==> src/rtl/pipeline_ctrl_pkg.sv <==
// Shared constants for the pipeline stall/flush controller: state encoding and
// default sizing of the performance counters and memory-stall timeout.
package pipeline_ctrl_pkg;

    localparam int unsigned CNT_W_DEF   = 16;
    localparam int unsigned TIMEOUT_DEF = 255;
    localparam int unsigned TIMER_W     = 8;

    typedef enum logic [1:0] {
        StRun     = 2'b00,
        StMemWait = 2'b01,
        StError   = 2'b10
    } ctrl_state_e;

endpackage

==> src/rtl/sat_counter.sv <==
// Saturating up-counter with synchronous reset and clear; clear beats increment.
module sat_counter #(
    parameter int unsigned WIDTH = 16
) (
    input  logic             clk,
    input  logic             rst,
    input  logic             inc,
    input  logic             clr,
    output logic [WIDTH-1:0] count
);

    always_ff @(posedge clk) begin
        if (rst || clr) begin
            count <= '0;
        end else if (inc && (count != '1)) begin
            count <= count + WIDTH'(1);
        end
    end

endmodule

==> src/rtl/pipeline_stall_ctrl.sv <==
// Stall/flush controller for a 5-stage pipeline: combinational stage enables,
// memory-stall watchdog FSM and saturating stall/flush performance counters.
module pipeline_stall_ctrl
    import pipeline_ctrl_pkg::*;
#(
    parameter int unsigned CNT_W   = CNT_W_DEF,
    parameter int unsigned TIMEOUT = TIMEOUT_DEF
) (
    input  logic             clk,
    input  logic             rst,
    input  logic             hazard_detected,
    input  logic             branch_taken,
    input  logic             dmem_req,
    input  logic             dmem_ready,
    input  logic             clr_counters,
    output logic             pc_write,
    output logic             if_id_write,
    output logic             id_ex_write,
    output logic             ex_mem_write,
    output logic             mem_wb_write,
    output logic             if_id_flush,
    output logic             id_ex_flush,
    output logic             ex_mem_flush,
    output logic             mem_wb_flush,
    output logic             mem_timeout,
    output logic [CNT_W-1:0] stall_count,
    output logic [CNT_W-1:0] flush_count,
    output logic [1:0]       ctrl_state
);

    localparam logic [TIMER_W-1:0] TimerLast = TIMER_W'(TIMEOUT - 1);

    logic [1:0]         state_q;
    logic [TIMER_W-1:0] timer_q;
    logic               mem_timeout_q;
    logic               mem_stall;
    logic               in_error;
    logic               branch_flush;
    logic               stall_inc;

    assign mem_stall = dmem_req & ~dmem_ready;
    // Bit 1 set covers both StError and the unused 2'b11 encoding.
    assign in_error  = state_q[1];

    always_comb begin
        pc_write     = 1'b0;
        if_id_write  = 1'b0;
        id_ex_write  = 1'b0;
        ex_mem_write = 1'b0;
        mem_wb_write = 1'b0;
        if_id_flush  = 1'b0;
        id_ex_flush  = 1'b0;
        ex_mem_flush = 1'b0;
        mem_wb_flush = 1'b0;
        if (rst || in_error) begin
            // everything frozen
        end else if (mem_stall) begin
            mem_wb_write = 1'b1;
            mem_wb_flush = 1'b1;
        end else if (branch_taken) begin
            pc_write     = 1'b1;
            if_id_write  = 1'b1;
            id_ex_write  = 1'b1;
            ex_mem_write = 1'b1;
            mem_wb_write = 1'b1;
            if_id_flush  = 1'b1;
            id_ex_flush  = 1'b1;
            ex_mem_flush = 1'b1;
        end else if (hazard_detected) begin
            id_ex_write  = 1'b1;
            ex_mem_write = 1'b1;
            mem_wb_write = 1'b1;
            id_ex_flush  = 1'b1;
        end else begin
            pc_write     = 1'b1;
            if_id_write  = 1'b1;
            id_ex_write  = 1'b1;
            ex_mem_write = 1'b1;
            mem_wb_write = 1'b1;
        end
    end

    assign branch_flush = ~rst & ~in_error & ~mem_stall & branch_taken;
    assign stall_inc    = ~rst & ~in_error & ~pc_write;

    // Timer holds the number of consecutive stall cycles already completed.
    always_ff @(posedge clk) begin
        if (rst) begin
            state_q       <= StRun;
            timer_q       <= '0;
            mem_timeout_q <= 1'b0;
        end else if (!in_error) begin
            if (mem_stall) begin
                if (timer_q == TimerLast) begin
                    state_q       <= StError;
                    timer_q       <= '0;
                    mem_timeout_q <= 1'b1;
                end else begin
                    state_q <= StMemWait;
                    timer_q <= timer_q + TIMER_W'(1);
                end
            end else begin
                state_q <= StRun;
                timer_q <= '0;
            end
        end
    end

    assign mem_timeout = mem_timeout_q;
    assign ctrl_state  = state_q;

    sat_counter #(
        .WIDTH (CNT_W)
    ) u_stall_cnt (
        .clk   (clk),
        .rst   (rst),
        .inc   (stall_inc),
        .clr   (clr_counters),
        .count (stall_count)
    );

    sat_counter #(
        .WIDTH (CNT_W)
    ) u_flush_cnt (
        .clk   (clk),
        .rst   (rst),
        .inc   (branch_flush),
        .clr   (clr_counters),
        .count (flush_count)
    );

endmodule

==> config.mk <==
export PLATFORM = sky130hd
export DESIGN_NAME = pipeline_stall_ctrl
export DESIGN_NICKNAME = d
export VERILOG_FILES = /design/src/rtl/pipeline_ctrl_pkg.sv /design/src/rtl/sat_counter.sv /design/src/rtl/pipeline_stall_ctrl.sv
export SDC_FILE = /design/constraint.sdc
export NUM_CORES = 1
export LEC_CHECK = 0
export ABC_AREA = 1
export CAP_MARGIN = 30
export CORE_UTILIZATION = 35
export CTS_CLUSTER_SIZE = 12
export DETAILED_ROUTE_END_ITERATION = 10
export PLACE_DENSITY_LB_ADDON = 0.15
export SYNTH_ARGS = -nofsm -noshare
export SYNTH_HDL_FRONTEND = slang
export SYNTH_HIERARCHICAL = 1
export SYNTH_SLANG_ARGS = --single-unit
==> constraint.sdc <==
create_clock -name clk -period 4.1 [get_ports clk]
set_input_delay 0.82 -clock clk [delete_from_list [all_inputs] [get_ports clk]]
set_output_delay 0.82 -clock clk [all_outputs]
set_load 0.1 [all_outputs]
; ---- Yosys cells after proc, flatten, opt, wreduce, memory -nomap -nowiden
; Index checks and enable logic that the tools add are counted.
[op_classes]
n_addsub = 3
multipliers = 0
div = 0
n_lt_le_gt_ge = 0
eq_ne = 3
n_shift = 0
mux = 21
bitwise_logic = 10
reduce_logical = 5
[ops]
columns = op, n
row1 = 16-bit by 1-bit adder with 16-bit output (second input constant), 2
row2 = 16-bit != test (second input constant), 2
row3 = 1-bit two-way mux, 16
row4 = 8-bit two-way mux, 2
row5 = 8-bit by 1-bit adder with 8-bit output (second input constant), 1
row6 = 8-bit == test (second input constant), 1
row7 = 2-bit two-way mux, 3
row8 = 1-bit AND, 5
row9 = 1-bit inverter, 5
row10 = 3-bit AND reduction, 1
row11 = 1-bit logical AND, 2
row12 = 1-bit logical OR, 2
[word_totals]
register_bits = 43
latch_bits = 0
mem_bits_rw = 0
rom_bits = 0
input_bits = 7
output_inout_bits = 44
wordCells = 48
mem_count = 0

; ---- Depth between registers and ports, before layout
; Gate-level depths: netlist of the first run.
[depth]
depth_word = 7
ltp_mapped = 13

; ---- Modules after synthesis
; The synthesis of the first run kept the hierarchy.
[by_module_without_submodules]
columns = mod, n_inst, cells_per_inst, area_each_um2
row1 = sat_counter, 2, 149, 950.9
row2 = pipeline_stall_ctrl, 1, 104, 685.7

; ---- Worst setup path before layout of the first run
; Ideal clock, no wire load.
[synth_timing]
kind = flip-flop to output port
start = register state_q[1] (netlist: ctrl_state[1])
end = output port if_id_flush
arrival_time_ns = 4.628
t_required_ns = 3.280
path_slack_ns = -1.348
stages_incl_launch_ff = 7
cell_sequence = dfxtp_1 > nor2_2 > inv_1 > nor2_2 > inv_2 > nor2_1 > buf_4
[synth_between]
elab_chain_cells = 2
[synth_rtl]
columns = item, line
row1 = from (decl), pipeline_stall_ctrl.sv:33  ; logic [1:0] state_q;
row2 = from (signal assigned), pipeline_stall_ctrl.sv:89  ; state_q <= StRun;
row3 = from (signal assigned), pipeline_stall_ctrl.sv:95  ; state_q <= StError;
row4 = from (signal assigned), pipeline_stall_ctrl.sv:99  ; state_q <= StMemWait;
row5 = 1-bit logical OR, pipeline_stall_ctrl.sv:55  ; if (rst || in_error) begin
row6 = 1-bit two-way mux, -
row7 = to (decl), pipeline_stall_ctrl.sv:21  ; output logic if_id_flush,
; No other way between the ends.

; ---- Final worst setup path of the first run
[layout_timing]
start = input port rst
end = output port if_id_write
[layout_between]
elab_chain_cells = 2
[layout_rtl]
columns = item, line
row1 = from (decl), pipeline_stall_ctrl.sv:10  ; input logic rst,
row2 = 1-bit logical OR, pipeline_stall_ctrl.sv:55
row3 = 1-bit two-way mux, pipeline_stall_ctrl.sv:55
row4 = to (decl), pipeline_stall_ctrl.sv:17  ; output logic if_id_write,
; No other way between the ends.

==> run_results.csv, run 1 <==
group,metric,value,unit
run_status,status,"complete, no violations",
sta,min_period,3.09,ns
clock_tree,cts-resized-gates,0,
worst_setup_path,crit_arrival,2.27,ns
floorplanning,die_w,88.0,um
logic_synthesis,synth-edff-count,0,
pwr,power,845,uW
global_route,grt_max_degree,17,
clock_tree,root_buffer,"clkbuf_8",
clock_tree,cts_buffer_depth,2,
logic_synthesis,yosys-top-cells-count,"nand2_1 (105), nor2_1 (76), dfxtp_1 (43), nand3_1 (38), inv_1 (35)",
logic_synthesis,yosys.area.top_type,"dfxtp_1",
floorplanning,pin_count,51,
sta,fmax,0.324,GHz
floorplanning,die_y,88.0,um
clock_tree,cts_setup_buffers,0,
clock_tree,cts_tree,"yes",
sta,setup_tns,0,ns
clock_tree,clk_latency,0.30,ns
logic_synthesis,syn-instance-count,402,
logic_synthesis,synth_top_area_share,33.3,%
sta,worst_pin_slew,0.974,ns
clock_tree,htreeDepth,2,
min_path,hp-class,"flip-flop to flip-flop",
global_route,antenna_found_initial,0,
final_layout,fillCellCount,771,
pwr,combPwrFrac,13.4,%
routing,routed_wl,6230,um
routing,vias,2576,
pwr,p_seq_share,50.0,%
worst_setup_path,cp-end-kind,"output pin",
sta,slew_viol_final,0,
worst_setup_path,crit_required,3.28,ns
sta,hold_viol_final,0,
logic_synthesis,syn_nets,413,
worst_setup_path,critical_path_class,"primary input to output pin",
floorplanning,num_rows,30,
logic_synthesis,ys_top_cells_by_area,"dfxtp_1 (33%), nand2_1 (15%), nor2_1 (11%)",
global_route,grt_pass1_vias,2326,
pwr,vdd_drop_max,0.142,mV
placement,hpwl,4690,um
clock_tree,numCtsBuffers,5,
logic_synthesis,synth-seq-area-share,33.3,%
logic_synthesis,synth.most_common_cell,"nand2_1",
sta,setup_slack,1.01,ns
worst_setup_path,path_max_fanout,8,
final_layout,final_cell_area,0.00325,sq mm
sta,fin_crit_sh,75.2,%
routing,antenna_left,0,
sta,setup_viol_count_final,0,
logic_synthesis,async_flop_share,0,%
pwr,total_leakage_power,0.00117,uW
global_route,grt-ovfl-total,0,
pwr,switching_power,244,uW
final_layout,register_area,861,sq um
worst_setup_path,startpoint_type,"primary input",
global_route,grt_pass1_wl,10400,um
routing,avgViaCountPerCell,4.69,
final_layout,utilization,46.6,%
routing,drt-pass1-iter-count,4,
routing,drc,0,
sta,grt_setup_unrepaired,"false",
placement,placed_area,0.00315,sq mm
pwr,sw_frac_of_total,28.9,%
logic_synthesis,synthesis.area,0.00259,sq mm
clock_tree,ctsHoldBuffers,0,
clock_tree,cts.sinks,43,
floorplanning,die-area,0.00774,sq mm
final_layout,multiInputGateArea,0.00152,sq mm
pwr,powerDensity,260,mW/mm^2
final_layout,diodes,0,
floorplanning,initial_core_util,37.1,%
floorplanning,core,0.00698,sq mm
clock_tree,clkTransAtPathRegs,0.08,ns
run,max_cap_viol_count,0,
logic_synthesis,syn_area_per_cell,6.44,sq um
final_layout,syn_to_final_growth,25.7,%
final_layout,drive_above_1_share,13.7,%
routing,drt_iter0_markers,109,
logic_synthesis,yosysWarnings,6,
final_layout,fin_nets,463,
sta,skew,0.0105,ns
placement,place_ws,1.02,ns
placement,port_buffers,50,
pwr,p_int,600,uW
logic_synthesis,synth_cell_type_count,26,
pwr,clkPwrFrac,36.6,%
sta,relSlewSlack,34.9,%
placement,gp_congestion,0.778,
logic_synthesis,synth_flop_cell,"dfxtp_1",
routing,avgRoutedWirePerCell,11.3,um
logic_synthesis,ys_ff_latch,43,
global_route,track_usage,17.0,%
## power groups by stage
stage               Clock [uW]  Combinational, uW  Sequential [uW]
floorplan                    0               75.9              445
global placement             0                113              432
detailed placement           0                114              433
CTS                        323                114              423
global route               336                120              424
finish                     309                113              423
## registers in the layout, indices dropped and copies added, names as in the netlist
| register | count |
|---|---|
| mem_timeout | 1 |
| u_flush_cnt/count | 16 |
| u_stall_cnt/count | 16 |
| ctrl_state | 2 |
| timer_q | 8 |
## critical path, stage by stage
cell and delay [ns]:
clkdlybuf4s50_1 0.57, nor2_4 0.19, inv_1 0.08, nor2_4 0.11, inv_2 0.08, nor2_2 0.10
buf_4 0.30
## logic make-up (layout without fill, tap and decap cells)
family                     count (synthesis)  after routing  share of synthesized area [%]
AOI/OAI and AO/OA                         43             43                           9.19
adders and majority gates                  4              4                           1.93
buffers and inverters                     50            101                           8.66
DFF                                       43             43                           33.3
and+or+nand+nor                          262            262                           47.0
## metal layers
layer	vias up	track usage, %	share of wire (%)
met2	43	30.6	48
met5	-	0	0
li1	1376	-	-
met1	1152	20.0	48
met4	0	6.26	0.93
met3	5	3.30	2.9
## path summary, 6_finish.rpt
path                               startpoint                     to  slack [ns]  depth (start not counted)
worst max-delay path                      rst            if_id_write        1.01                          7
worst min-delay path            ctrl_state[0]          ctrl_state[0]        0.49                          2
worst max register to register  ctrl_state[1]  u_flush_cnt/count[14]        1.95                         12
worst min register to register  ctrl_state[0]          ctrl_state[0]        0.49                          2
## layout make-up
type | count | share of cell area, %
inverter | 41 | 4.73
sequential | 43 | 26.5
timing repair buffer | 52 | 15.2
tap | 96 | 3.69
multi-input combinational | 309 | 46.8
clock buffer | 7 | 2.96
clock inverter | 1 | 0.231
## per-stage QoR
stage,hold slack [ns],std cells
4_1_cts,0.488,549
6_report,0.486,549
3_3_place_gp,0.452,541
5_1_grt,0.514,549
3_5_place_dp,0.473,541
2_1_floorplan,0.467,402
## placed cells by master, fill, tap and decap left out
cell type and instances:
nand2_1 105, nor2_1 74, dfxtp_1 43, clkdlybuf4s50_1 41
nand3_1 38, inv_1 35, a21oi_1 25, nor2_4 12
buf_4 11, nor2_2 10, o21ai_0 9, nand4_1 8
nand2_2 7, clkbuf_8 7, inv_2 4, ha_1 4
a21oi_2 3, nand2_4 3, nand4_2 2, o21ai_2 2
a21boi_1 2, clkinv_1 2, nor3_1 2, nand3b_1 1
o21a_1 1, o21ai_1 1, clkinvlp_4 1
Power figures use the tool's default switching activity.
==> run 2: changes to the inputs <==
clock period = 2.57 ns   (was 4.1 ns; I/O delays follow)
==> run 2 against run 1 <==
- critical path depth stayed put
- clock skew is 0.00065 ns lower
- sequential share of layout area is 0.42 points lower
- power is 58% higher
- flip-flop and latch count stayed put
- die area stayed put
- worst hold slack worse by 0.023 ns
- clock power is 44% higher
- combinational power is 91% higher
- critical endpoint is now pc_write
- highest routed layer unchanged
==> run_results.csv, run 2 (synthesis results as in run 1) <==
group,metric,value,unit
run_status,status,"complete, no violations",
routing,antenna_left,0,
global_route,grt_pass1_vias,2297,
clock_tree,cts-resized-gates,0,
pwr,sw_frac_of_total,28.2,%
pwr,switching_power,377,uW
clock_tree,root_buffer,"clkbuf_8",
placement,hpwl,4660,um
sta,setup_viol_count_final,0,
pwr,clkPwrFrac,33.3,%
run,max_cap_viol_count,0,
sta,slew_viol_final,0,
pwr,powerDensity,402,mW/mm^2
clock_tree,cts_buffer_depth,2,
floorplanning,core,0.00698,sq mm
worst_setup_path,worst_path_max_delay_cell,"clkdlybuf4s50_1",
pwr,combPwrFrac,16.2,%
pwr,total_leakage_power,0.00129,uW
sta,fmax,0.432,GHz
floorplanning,num_rows,30,
final_layout,final_common_cell,"nand2_1",
clock_tree,numCtsBuffers,5,
clock_tree,clkTransAtPathRegs,0.08,ns
final_layout,diodes,0,
sta,holdWs,0.464,ns
final_layout,syn_to_final_growth,28.3,%
pwr,p_seq_share,50.5,%
final_layout,final_cell_area,0.00332,sq mm
clock_tree,cts.sinks,43,
clock_tree,clk_latency,0.29,ns
min_path,hp-class,"flip-flop to flip-flop",
sta,worst_pin_slew,0.397,ns
final_layout,fin_nets,467,
sta,relSlewSlack,73.4,%
placement,gp_congestion,0.848,
routing,avgRoutedWirePerCell,11.2,um
global_route,track_usage,17.1,%
routing,drt_iter0_markers,128,
global_route,grt-ovfl-total,0,
worst_setup_path,critPathMaxStageDelay,0.46,ns
routing,drt-pass1-iter-count,4,
worst_setup_path,cp_common_cell,"nor2_4",
worst_setup_path,crit_required,2.06,ns
global_route,grt_max_degree,17,
worst_setup_path,crit_chain,"clkdlybuf4s50_1 > nor2_4 > inv_2 > nor2_4 > inv_4 > nor2_4 > buf_12",
global_route,grt_pass1_wl,10500,um
worst_setup_path,crit_family,"buffers and inverters",
floorplanning,initial_core_util,37.1,%
clock_tree,htreeDepth,2,
final_layout,utilization,47.5,%
floorplanning,die-area,0.00774,sq mm
floorplanning,die_y,88.0,um
clock_tree,cts_tree,"yes",
sta,grt_setup_unrepaired,"false",
sta,fin_crit_sh,90.1,%
clock_tree,ctsHoldBuffers,0,
routing,drc,0,
worst_setup_path,critPathBufInv,4,
floorplanning,pin_count,51,
worst_setup_path,critical_path_class,"primary input to output pin",
pwr,p_int,957,uW
worst_setup_path,crit_arrival,1.80,ns
sta,min_period,2.32,ns
global_route,antenna_found_initial,0,
routing,avgViaCountPerCell,4.74,
worst_setup_path,cp-end-kind,"output pin",
floorplanning,die_w,88.0,um
sta,skew,0.00981,ns
pwr,vdd_drop_max,0.240,mV
sta,hold_viol_final,0,
routing,routed_wl,6170,um
final_layout,top_regs,"u_flush_cnt/count x16, u_stall_cnt/count x16, timer_q x8",
final_layout,final_cell_mix,"nand2_1 (105), nor2_1 (74), dfxtp_1 (42)",
final_layout,fillCellCount,740,
clock_tree,cts_setup_buffers,0,
placement,placed_area,0.00323,sq mm
worst_setup_path,path_max_fanout,4,
final_layout,drive_above_1_share,22.3,%
pwr,power,1330,uW
worst_setup_path,startpoint_type,"primary input",
placement,port_buffers,50,
routing,vias,2623,
## run 2: power by group through the flow
stage          clock [uW]  sequential (uW)  combinational, uW
3_5_place_dp            0              689                217
2_1_floorplan           0              708                132
4_1_cts               468              674                217
5_1_grt               490              675                230
3_3_place_gp            0              689                215
6_report              444              674                216
## run 2: path summary, 6_finish.rpt
| kind | depth (start not counted) | start | to | slack [ns] |
|---|---|---|---|---|
| setup / recovery | 7 | rst | pc_write | 0.25 |
| hold reg to reg | 2 | mem_timeout | mem_timeout | 0.46 |
| setup reg to reg | 12 | ctrl_state[1] | u_flush_cnt/count[14] | 0.73 |
| hold / removal | 2 | mem_timeout | mem_timeout | 0.46 |
## run 2: per-layer routing
metal  global-route usage [%]  up-vias  share of wire [%]
met2                     28.0       52                 44
met3                     3.20        6                4.5
met1                     22.8     1179                 50
met5                        0        -                  0
met4                     4.77        0                1.0
li1                         -     1386                  -
## run 2: worst reg2reg max path: stages (launching register included)
cell and delay [ns]:
dfxtp_4 0.41, nor2_4 0.16, inv_2 0.06, nor2_4 0.14, inv_4 0.07, nor2_1 0.18
inv_2 0.09, nor2_2 0.20, nand2_1 0.10, nor2_1 0.13, nand3_1 0.09, nand2_1 0.07
nor2_1 0.04
## run 2: layout make-up
| type | count | area, sq um | share of cell area (%) |
|---|---|---|---|
| repair buffers | 56 | 548 | 16.5 |
| well taps | 96 | 120 | 3.62 |
| multi-input cells | 309 | 1540 | 46.4 |
| clock buffers | 7 | 86.3 | 2.60 |
| flip-flops and latches | 43 | 865 | 26.0 |
| inverters | 41 | 156 | 4.71 |
| clock inverters | 1 | 5.00 | 0.151 |
## run 2: stage by stage
step,worst slack [ns],TNS (ns),instances
detailed placement,0.161,0,545
floorplan,-0.578,-4.37,402
CTS,0.240,0,553
global route,0.187,0,553
finish,0.253,0,553
global placement,0.205,0,545
==> run 3: changes to the inputs <==
CORE_ASPECT_RATIO = 1.1   (was unset)
==> run 3 against run 2 <==
- the run now ends with DRC left
- global-route usage decreased by 0.59 points
- cell area down 0.15%
- fmax about the same
- first-iteration DRC count fell by 21%
- combinational power about the same
- die area hardly changed
- clock power increased by 5.2%
- sequential share of layout area about the same
==> run_results.csv, run 3 (synthesis results as in run 1) <==
group,metric,value,unit
global_route,antenna_found_initial,0,
clock_tree,cts-resized-gates,0,
final_layout,syn_to_final_growth,28.1,%
worst_setup_path,startpoint_type,"primary input",
global_route,grt_max_degree,17,
run_status,status,"finished with violations",
placement,dp.cells,534,
routing,avgViaCountPerCell,4.80,
run_status,violations,"DRC",
routing,avgRoutedWirePerCell,11.2,um
final_layout,drive_above_1_share,22.3,%
routing,drc,10,
final_layout,final_cell_mix,"nand2_1 (105), nor2_1 (74), dfxtp_1 (42)",
placement,port_buffers,50,
worst_setup_path,critPathMaxStageDelay,0.48,ns
sta,min_period,2.32,ns
global_route,grt_pass1_wl,10500,um
clock_tree,cts_buffer_depth,2,
worst_setup_path,path_max_fanout,4,
sta,setup_viol_count_final,0,
clock_tree,ctsHoldBuffers,0,
clock_tree,cts.sinks,43,
worst_setup_path,critical_path_class,"primary input to output pin",
pwr,power,1360,uW
final_layout,diodes,0,
final_layout,top_regs,"u_flush_cnt/count x16, u_stall_cnt/count x16, timer_q x8",
pwr,total_leakage_power,0.00129,uW
floorplanning,core,0.00709,sq mm
clock_tree,clkTransAtPathRegs,0.08,ns
routing,routed_wl,6050,um
pwr,powerDensity,409,mW/mm^2
worst_setup_path,crit_arrival,1.80,ns
routing,drt-pass1-iter-count,8,
floorplanning,pin_count,51,
global_route,grt_pass1_vias,2338,
routing,vias,2599,
final_layout,fin_cells,542,
worst_setup_path,worst_path_max_delay_cell,"clkdlybuf4s50_1",
global_route,grt-ovfl-total,0,
worst_setup_path,cp-end-kind,"output pin",
final_layout,final_common_cell,"nand2_1",
final_layout,fin_nets,467,
clock_tree,root_buffer,"clkbuf_8",
floorplanning,initial_core_util,36.5,%
sta,skew,0.00808,ns
floorplanning,die_y,92.2,um
clock_tree,cts_setup_buffers,0,
sta,grt_setup_unrepaired,"false",
placement,gp_congestion,0.813,
clock_tree,numCtsBuffers,5,
sta,relSlewSlack,74.4,%
sta,fmax,0.432,GHz
floorplanning,num_rows,32,
worst_setup_path,crit_chain,"clkdlybuf4s50_1 > nor2_4 > inv_2 > nor2_4 > inv_4 > nor2_4 > buf_12",
placement,hpwl,4720,um
clock_tree,htreeDepth,2,
worst_setup_path,crit_required,2.06,ns
routing,antenna_left,0,
global_route,track_usage,16.5,%
sta,worst_pin_slew,0.383,ns
clock_tree,cts_tree,"yes",
sta,slew_viol_final,0,
min_path,hp-class,"flip-flop to flip-flop",
pwr,vdd_drop_max,0.195,mV
routing,drt_iter0_markers,101,
floorplanning,die-area,0.00774,sq mm
run,max_cap_viol_count,0,
sta,hold_viol_final,0,
sta,fin_crit_sh,90.1,%
worst_setup_path,cp_common_cell,"nor2_4",
floorplanning,die_w,84.0,um
clock_tree,clk_latency,0.29,ns
-- run 3: routing by layer --
layer	GRT usage [%]	wire, um	up-vias
li1	-	-	1387
met1	21.0	2820	1158
met2	28.1	2870	50
met3	3.06	312	4
met4	5.17	53	0
met5	0	0	-
-- run 3: stage by stage --
| stage | hold WS (ns) | instance area [sq um] | setup TNS, ns | utilization, % | setup WS (ns) |
|---|---|---|---|---|---|
| global placement | 0.453 | 3210 | 0 | 45.4 | 0.164 |
| global route | 0.509 | 3310 | 0 | 46.8 | 0.194 |
| CTS | 0.489 | 3310 | 0 | 46.8 | 0.240 |
| detailed placement | 0.476 | 3210 | 0 | 45.4 | 0.166 |
| floorplan | 0.467 | 2660 | -4.37 | - | -0.578 |
| finish | 0.487 | 3310 | 0 | 46.8 | 0.255 |
-- run 3: area by class of cell --
type                       instances  area (sq um)
clock buffer                       8           100
fill                             727          3770
inverter                          41           156
multi-input combinational        309          1540
sequential                        43           865
tap                               85           106
timing repair buffer              56           548
-- run 3: worst paths after layout --
kind,startpoint,endpoint,slack (ns),cells past startpoint
worst min register to register,ctrl_state[0],ctrl_state[0],0.49,2
worst max register to register,ctrl_state[1],u_flush_cnt/count[14],0.81,12
worst min-delay path,ctrl_state[0],ctrl_state[0],0.49,2
worst max-delay path,rst,if_id_flush,0.25,7
-- run 3: worst max-delay path: cells and delay by family --
family	cells	cell delay, ns
buffers and inverters	4	0.80
AND/OR/NAND/NOR	3	0.49
-- run 3: power by group --
part	switching, uW	total [uW]	internal (uW)
sequential	4.69	673	669
clock	222	467	245
combinational	144	215	70.9
total	371	1360	985
